$ cat config.mk
export PLATFORM = sky130hd
export DESIGN_NAME = pipe_stall_ctrl
export DESIGN_NICKNAME = d
export VERILOG_FILES = /design/src/rtl/pipe_ctrl_pkg.sv /design/src/rtl/pipe_stall_ctrl_load_use_detect.sv /design/src/rtl/pipe_stall_ctrl.sv
export SDC_FILE = /design/constraint.sdc
export NUM_CORES = 1
export LEC_CHECK = 0
export ABC_CLOCK_PERIOD_IN_PS = 4300
export CAP_MARGIN = 20
export CORE_AREA = 3 3 40 42
export DETAILED_ROUTE_END_ITERATION = 6
export DIE_AREA = 0 0 43 45
export DONT_BUFFER_PORTS = 1
export GPL_ROUTABILITY_DRIVEN = 0
export PLACE_DENSITY = 0.49
export SLEW_MARGIN = 5
export SYNTH_ARGS = -nofsm -noshare
export SYNTH_HDL_FRONTEND = slang
export SYNTH_SLANG_ARGS = --single-unit
$ cat constraint.sdc
create_clock -name clk -period 4.3 [get_ports clk]
set_clock_uncertainty 0.05 [all_clocks]
set_input_delay 0.86 -clock clk [delete_from_list [all_inputs] [get_ports clk]]
set_output_delay 0.86 -clock clk [all_outputs]
set_load 0.005 [all_outputs]
$ cat src/rtl/pipe_ctrl_pkg.sv
// Shared types and constants for the pipeline stall/flush sequencer.
package pipe_ctrl_pkg;

   localparam int REG_W = 5;

   // X31 is hardwired to zero, so writes to it can never create a hazard.
   localparam logic [REG_W-1:0] ZERO_REG = 5'd31;

   typedef enum logic {
      RUN      = 1'b0,
      MUL_WAIT = 1'b1
   } ctrl_state_t;

endpackage

$ cat src/rtl/pipe_stall_ctrl_load_use_detect.sv
// Load-use hazard detector: the load in EX writes a register that the ID instruction reads.
module load_use_detect
   import pipe_ctrl_pkg::*;
(
   input  logic             ex_is_load,
   input  logic [REG_W-1:0] ex_rd,
   input  logic [REG_W-1:0] id_rs_a,
   input  logic [REG_W-1:0] id_rs_b,
   output logic             lu
);

   assign lu = ex_is_load && (ex_rd != ZERO_REG) &&
               ((ex_rd == id_rs_a) || (ex_rd == id_rs_b));

endmodule

$ cat src/rtl/pipe_stall_ctrl.sv
// Stall/flush sequencer for the 5-stage pipeline: drives the bank enables and NOP inserts.
// Priority every cycle: mem_stall > multiply > load-use > taken branch.
module pipe_stall_ctrl
   import pipe_ctrl_pkg::*;
#(
   parameter int MUL_CYCLES = 4
) (
   input  logic                          clk,
   input  logic                          reset,
   input  logic                          mem_stall,
   input  logic                          mul_start,
   input  logic                          ex_is_load,
   input  logic [REG_W-1:0]              ex_rd,
   input  logic [REG_W-1:0]              id_rs_a,
   input  logic [REG_W-1:0]              id_rs_b,
   input  logic                          br_taken,
   output logic                          en_pc,
   output logic                          en_if_id,
   output logic                          en_id_ex,
   output logic                          en_ex_mem,
   output logic                          en_mem_wb,
   output logic                          flush_if_id,
   output logic                          bubble_id_ex,
   output logic                          bubble_ex_mem,
   output logic                          busy,
   output logic                          dbgState,
   output logic [$clog2(MUL_CYCLES)-1:0] dbgCnt
);

   localparam int CNT_W = $clog2(MUL_CYCLES);
   // The mul_start cycle and the final cnt==0 cycle are both part of the occupancy.
   localparam logic [CNT_W-1:0] CNT_LOAD = CNT_W'(MUL_CYCLES - 2);
   localparam logic [CNT_W-1:0] CNT_ONE  = CNT_W'(1);

   ctrl_state_t      state, nextState;
   logic [CNT_W-1:0] cnt, cntNext;
   logic             lu;

   load_use_detect uLoadUse (
      .ex_is_load (ex_is_load),
      .ex_rd      (ex_rd),
      .id_rs_a    (id_rs_a),
      .id_rs_b    (id_rs_b),
      .lu         (lu)
   );

   always_ff @(posedge clk or negedge reset) begin
      if (!reset) begin
         state <= RUN;
         cnt   <= '0;
      end else begin
         state <= nextState;
         cnt   <= cntNext;
      end
   end

   always_comb begin
      en_pc         = 1'b1;
      en_if_id      = 1'b1;
      en_id_ex      = 1'b1;
      en_ex_mem     = 1'b1;
      en_mem_wb     = 1'b1;
      flush_if_id   = 1'b0;
      bubble_id_ex  = 1'b0;
      bubble_ex_mem = 1'b0;
      nextState     = state;
      cntNext       = cnt;

      // A frozen pipeline also freezes the sequencer, so stalled cycles never count.
      if (!reset || mem_stall) begin
         en_pc     = 1'b0;
         en_if_id  = 1'b0;
         en_id_ex  = 1'b0;
         en_ex_mem = 1'b0;
         en_mem_wb = 1'b0;
      end else begin
         case (state)
            RUN: begin
               if (mul_start) begin
                  en_pc         = 1'b0;
                  en_if_id      = 1'b0;
                  en_id_ex      = 1'b0;
                  bubble_ex_mem = 1'b1;
                  nextState     = MUL_WAIT;
                  cntNext       = CNT_LOAD;
               end else if (lu) begin
                  // The branch is not flushed here; it re-resolves once the bubble passes.
                  en_pc        = 1'b0;
                  en_if_id     = 1'b0;
                  bubble_id_ex = 1'b1;
               end else if (br_taken) begin
                  flush_if_id = 1'b1;
               end
            end
            MUL_WAIT: begin
               if (cnt != '0) begin
                  en_pc         = 1'b0;
                  en_if_id      = 1'b0;
                  en_id_ex      = 1'b0;
                  bubble_ex_mem = 1'b1;
                  cntNext       = cnt - CNT_ONE;
               end else begin
                  nextState = RUN;
               end
            end
            default: nextState = RUN;
         endcase
      end
   end

   assign busy     = reset && ((state == MUL_WAIT) || (mul_start && !mem_stall));
   assign dbgState = (state == MUL_WAIT);
   assign dbgCnt   = cnt;

endmodule
# Word level (Yosys, flattened, before mapping)
# Index checks and enable logic that the tools add are counted.
[totals] output_inout_bits=12 ff_bits=3 wordCells=46
[op_classes] eq_ne=5 n_reduce_logical=11 n_addsub=1 muxes=25 bitwise_logic=2
[ops] operator="1-bit two-way mux" n=19
[ops] operator="5-bit equality test" n=2
[ops] operator="1-bit one-hot mux with 2 select lines" n=3
[ops] operator="5-bit inequality test, second input constant" n=1
[ops] operator="1-bit logical AND" n=4
[ops] operator="2-bit two-way mux" n=2
[ops] operator="2-bit one-hot mux with 2 select lines" n=1
[ops] operator="1-bit logical OR" n=3
[ops] operator="3-bit AND reduction" n=1
[ops] operator="1-bit zero test" n=2
[ops] operator="2-bit by 1-bit inequality test with 1-bit output, second input constant" n=1
[ops] operator="2-bit inequality test, second input constant" n=1
[ops] operator="1-bit inverter" n=2
[ops] operator="2-bit nonzero test" n=1
[ops] operator="2-bit by 1-bit subtractor with 2-bit output, second input constant" n=1

# Logic depth before layout (Yosys ltp)
# Gate-level depths: netlist of the first run.
[depth] ltp_word=7 ltp_mapped=6 mapped_depth_nobuf=6

# By module
# Synthesis of the first run repeated with hierarchy kept, for this count alone.
[unflattened] hier_cells=51 hier_area_um2=389.1
[modules_own_cells] module="pipe_stall_ctrl" seq_area_each_um2=75.1 cells_per_inst=33 area_each_um2=262.8 n_inst=1
[modules_own_cells] module="load_use_detect" seq_area_each_um2=0.0 cells_per_inst=18 area_each_um2=126.4 n_inst=1

# Worst setup path before layout of the first run
# Ideal clock, no wire load.
[synth_timing] path_type="input to output" from="in mem_stall" to="out en_pc" setup_slack_ns=1.695 t_arrival_ns=1.695 n_path_buf=1 cell_stages=4 cell_sequence="nand2b_4 -> or3_1 -> o21ai_0 -> buf_4"
[synth_via] elab_chain_cells=2
[synth_lines] element="start: declaration" line_no="pipe_stall_ctrl.sv:10" rtl="input logic mem_stall,"
[synth_lines] element="1-bit logical OR" line_no="pipe_stall_ctrl.sv:70" rtl="if (!reset || mem_stall) begin"
[synth_lines] element="1-bit two-way mux"
[synth_lines] element="end: declaration" line_no="pipe_stall_ctrl.sv:17" rtl="output logic en_pc,"
# Every way passes these cells.

# Worst setup path after layout of the first run
# Same ends and word-level chain as after synthesis.

==> results.toml, run 1 <==
[outcome]
status = "finished clean"

[timing]
setup_viol = 0
rsz0062_at_grt = "no"
max_freq_ghz = 0.394
setup_ws_ps = 1760
tightest_slew_ps = 379
hold_viol = 0
period_needed_ps = 2540
fin_tns_setup_ps = 0
post-route-period-util = 0.590
slew_violations = 0
maxSlewHeadroom = 0.744

[routing]
wirelength_um = 879
ant_nets = 0
drtPass1Iterations = 5
wl_per_cell_um = 13.3
initialDrtViolationCount = 8
via_per_inst = 5.24
drc = 0
vias = 346

[placement]
hpwlAfterDp_um = 766
place_inst = 62
postPlaceCellArea_um2 = 402
dp_slack_ps = 1740
port-buffer-count = 0

[grt]
overflow = 0
grt_usage = 0.0958
grt_pass1_vias = 354
grt_pass1_wl_um = 1360
grt_max_degree = 11
antenna_found_initial = 0

[synth]
synth_cell_types = 23
synth_async_sr_flop_share = 1.00
synth-seq-area-share = 0.183
synth_area_leader_cell = "xnor2_1"
synth.top_cell.area_share = 0.214
synth_common_cells = "xnor2_1 (10), inv_1 (5), nand2_1 (4)"
syn-cell-area_um2 = 409
synth_nets = 72
ys.flop_type = "dfrtp_1"
synth.avg_cell_area_um2 = 8.18
yosysMostFrequentCell = "xnor2_1"
synth-edff-count = 0
yosysWarnings = 0
ys_ff_latch = 3
syn_inst = 50
synthTopCellsByArea = "xnor2_1 (21%), dfrtp_1 (18%), nand2b_4 (6.7%)"

[clock_network]
cts_root_buffer = "clkbuf_4"
clock-sinks = 3
clock_latency_ps = 230
numCtsBuffers = 3
post_cts_resized = 0
clk_path_buf_depth = 2
ctsHoldBuffers = 0
cts_tree = "built"
htreeDepth = 1
cts_setup_buffers = 0
clk_pin_slew_ps = 40

[floorplan]
rows = 13
die-area_um2 = 1940
fp.dieW_um = 43
start_util = 0.318
core_um2 = 1280
io_pins = 33
die_h_um = 45

[cells_and_area]
n_fill_cell = 154
fin_area_um2 = 428
final-seq-area_um2 = 75.1
multiInputGateArea_um2 = 289
nNetsFinal = 74
syn_to_final_growth_pct = 4.59
insertedDiodeCount = 0
drive_gt1_frac = 0.137
fin_cells = 66

[worst_setup_path]
endpoint_kind = "output pin"
crit_type = "primary input to output pin"
cp.arrival_ps = 1630
cp_data_required_time_ps = 3390
startpoint_type = "primary input"
reg2reg_depth = 6
path_max_fanout = 5

[job]
drv_cap = 0

[power_and_ir_drop]
leakage_nw = 0.180
total_power_w = 0.000194
p_per_area_nw_per_um2 = 453
ir_drop_mv = 0.171

[min_path]
hold_class = "primary input to async pin"
==> state kept, by name, summed over array words and instances, names as in the netlist <==
register / cells
dbgState: 1
dbgCnt: 2
==> layout by cell type, fill, tap and decap left out, drive strengths merged, types with 2 or more instances in the layout <==
| cell type | netlist | final |
|---|---|---|
| dfrtp | 3 | 3 |
| and3 | 2 | 2 |
| nand2 | 4 | 4 |
| a21oi | 3 | 3 |
| inv | 5 | 5 |
| xnor2 | 10 | 10 |
| o21ai | 2 | 2 |
| clkbuf | 0 | 4 |
| a31oi | 2 | 2 |
| nand2b | 4 | 4 |
| nand3 | 3 | 3 |
==> worst max-delay path, cell delays in order <==
cell and delay, ps:
nand2b_4 140, or3_1 290, o21ai_0 330
==> power breakdown <==
part | switching [W] | total [W] | internal [W]
registers | 0.0000211 | 0.0000631 | 0.0000420
clock network | 0.0000140 | 0.0000488 | 0.0000347
logic | 0.0000427 | 0.0000817 | 0.0000390
==> metal layers <==
| layer | track usage | wire, µm | vias up |
|---|---|---|---|
| met4 | 0.108 | 0 | 0 |
| met1 | 0.101 | 354 | 154 |
| met2 | 0.138 | 407 | 21 |
| met5 | 0 | 0 | - |
| met3 | 0.0359 | 117 | 0 |
| li1 | - | - | 171 |
==> through the flow <==
| step | util | hold WS [ps] |
|---|---|---|
| detailed placement | 0.313 | 515 |
| CTS | 0.333 | 264 |
| floorplan | - | 514 |
| global placement | 0.313 | 515 |
| global route | 0.333 | 255 |
| finish | 0.333 | 275 |
==> logic make-up (layout without fill, tap and decap cells) <==
family	Yosys count	count (layout)	synth area share
and+or+nand+nor	17	17	0.254
AOI/OAI and AO/OA	11	11	0.208
xor gates and xnor gates	10	10	0.214
buffers and inverters	8	9	0.110
DFF	3	3	0.183
adders and majority gates	1	1	0.0306
==> cell type report <==
type / count / share of cell area
Clock buffer: 4 / 0.0614
Tap cell: 15 / 0.0439
Multi-Input combinational cell: 39 / 0.675
Inverter: 5 / 0.0439
Sequential cell: 3 / 0.175
==> worst paths after layout <==
kind / end / slack [ps] / startpoint
setup reg to reg: dbgCnt[1]$_DFFE_PN0P_ / 2880 / dbgCnt[0]$_DFFE_PN0P_
setup / recovery: en_pc / 1760 / mem_stall
max in group asynchronous: dbgState$_DFFE_PN0P_ / 3860 / reset
min in group clk: dbgCnt[1]$_DFFE_PN0P_ / 540 / dbgCnt[1]$_DFFE_PN0P_
hold / removal: dbgCnt[1]$_DFFE_PN0P_ / 280 / reset
hold reg to reg: dbgCnt[1]$_DFFE_PN0P_ / 540 / dbgCnt[1]$_DFFE_PN0P_
No activity file was read; power rests on OpenSTA's default activity.
==> run 2: changes to the inputs <==
--- a/config.mk
+++ b/config.mk
@@ -5,14 +5,14 @@
 export SDC_FILE = /design/constraint.sdc
 export NUM_CORES = 1
 export LEC_CHECK = 0
-export ABC_CLOCK_PERIOD_IN_PS = 4300
+export ABC_CLOCK_PERIOD_IN_PS = 2100
 export CAP_MARGIN = 20
 export CORE_AREA = 3 3 40 42
 export DETAILED_ROUTE_END_ITERATION = 6
 export DIE_AREA = 0 0 43 45
 export DONT_BUFFER_PORTS = 1
 export GPL_ROUTABILITY_DRIVEN = 0
-export PLACE_DENSITY = 0.49
+export PLACE_DENSITY = 0.51
 export SLEW_MARGIN = 5
 export SYNTH_ARGS = -nofsm -noshare
 export SYNTH_HDL_FRONTEND = slang
==> constraint.sdc (replaced) <==
create_clock -name clk -period 2.1 [get_ports clk]
set_clock_uncertainty 0.05 [all_clocks]
set_input_delay 0.42 -clock clk [delete_from_list [all_inputs] [get_ports clk]]
set_output_delay 0.42 -clock clk [all_outputs]
set_load 0.005 [all_outputs]
==> run 2 against run 1 <==
Effect of this change: setup slack got worse by 1600 ps; die area did not move; core utilization rose by 0.78 points; global-route usage rose by 0.33 points; flip-flop and latch count did not move; register-to-register slack got worse by 2200 ps; cell area rose by 2.3%; non-clock buffer count rose by 1; largest cell class unchanged; largest power group unchanged.
==> results.toml, run 2 (synthesized netlist as in run 1, its figures left out) <==
[clock_network]
ctsHoldBuffers = 1
clock_latency_ps = 230
htreeDepth = 1
clk_path_buf_depth = 2
clk_pin_slew_ps = 40
post_cts_resized = 0
clock-sinks = 3
numCtsBuffers = 3
cts_setup_buffers = 0
cts_root_buffer = "clkbuf_4"
cts_tree = "built"

[cells_and_area]
drive_gt1_frac = 0.135
fin_cells = 67
largest_reg_flops = 2
syn_to_final_growth_pct = 7.03
mostFrequentLayoutCells = "xnor2_1 (10), inv_1 (5), nand2_1 (4)"
nNetsFinal = 75
insertedDiodeCount = 0
layout_commonest_cell = "xnor2_1"

[floorplan]
rows = 13
die-area_um2 = 1940
core_um2 = 1280
start_util = 0.318
die_h_um = 45
fp.dieW_um = 43
io_pins = 33

[routing]
drc = 0
ant_nets = 0
vias = 347
wirelength_um = 877
initialDrtViolationCount = 2
wl_per_cell_um = 13.1
drtPass1Iterations = 2
via_per_inst = 5.18

[timing]
maxSlewHeadroom = 0.732
slew_violations = 0
setup_viol = 0
rsz0062_at_grt = "no"
fin_tns_setup_ps = 0
period_needed_ps = 1910
tightest_slew_ps = 398
hold_viol = 0
post-route-period-util = 0.910
max_freq_ghz = 0.523

[worst_setup_path]
path_cells = "or3_1 -> o21ai_0"
crit_family = "flip-flops"
crit_buf_inv = 0
crit_type = "flop to output pin"
endpoint_kind = "output pin"
slowest_delay_ps = 470
cp_data_required_time_ps = 1630
path_max_fanout = 10
startpoint_type = "flop"
cp.arrival_ps = 1440
crit_path_top_delay_cell = "dfrtp_1"

[power_and_ir_drop]
p_per_area_nw_per_um2 = 911
ir_drop_mv = 0.497
leakage_nw = 0.184

[grt]
use_met3 = 0.0757
grt_util_met1 = 0.111
grt_max_degree = 11
grt_pass1_vias = 352
grt_usage = 0.0991
grt_pass1_wl_um = 1390
top_usage_layer = "met2"
antenna_found_initial = 0
grtUsageMet2 = 0.144
overflow = 0

[outcome]
status = "finished clean"

[min_path]
hold_class = "primary input to flop"

[job]
drv_cap = 0

[placement]
port-buffer-count = 0
place_inst = 62
-- run 2: cell types whose count changed in the layout (fill, tap and decap cells not counted), sizes merged --
cell         change
dlygate4sd3      +1
-- run 2: where the power goes --
part	switching, W	internal (W)	total (W)
logic	0.0000870	0.0000809	0.000168
clock network	0.0000303	0.0000712	0.000102
registers	0.0000433	0.0000860	0.000129
-- run 2: per-layer routing --
layer  vias to the layer above  part of all wire  routed length (µm)
met4                         0             0.014                  12
li1                        171                 -                   -
met5                         -                 0                   0
met1                       151              0.39                 344
met3                         2              0.16                 137
met2                        23              0.44                 382
-- run 2: per-stage QoR --
step	power, W	area [µm²]	hold WS (ps)	worst slack, ps	util
floorplan	0.000295	409	74.4	369	-
global placement	0.000298	402	74.6	441	0.313
detailed placement	0.000302	402	74.6	416	0.313
CTS	0.000410	438	326	169	0.341
global route	0.000447	438	357	41.8	0.341
finish	0.000399	438	333	189	0.341
-- run 2: layout make-up --
type | count | area [µm²]
inverter | 5 | 18.8
clock buffer | 4 | 26.3
multi-input combinational | 39 | 289
timing repair buffer | 1 | 10.0
sequential | 3 | 75.1
fill | 144 | 847
tap | 15 | 18.8
-- run 2: worst paths after layout --
check | cells after the start | startpoint | end | slack [ps]
max in group asynchronous | 1 | reset | dbgState$_DFFE_PN0P_ | 1470
setup reg to reg | 6 | dbgCnt[0]$_DFFE_PN0P_ | dbgCnt[1]$_DFFE_PN0P_ | 670
setup / recovery | 2 | dbgState$_DFFE_PN0P_ | en_pc | 190
hold reg to reg | 2 | dbgCnt[1]$_DFFE_PN0P_ | dbgCnt[1]$_DFFE_PN0P_ | 540
hold / removal | 2 | mul_start | dbgState$_DFFE_PN0P_ | 330
min in group asynchronous | 1 | reset | dbgCnt[1]$_DFFE_PN0P_ | 390
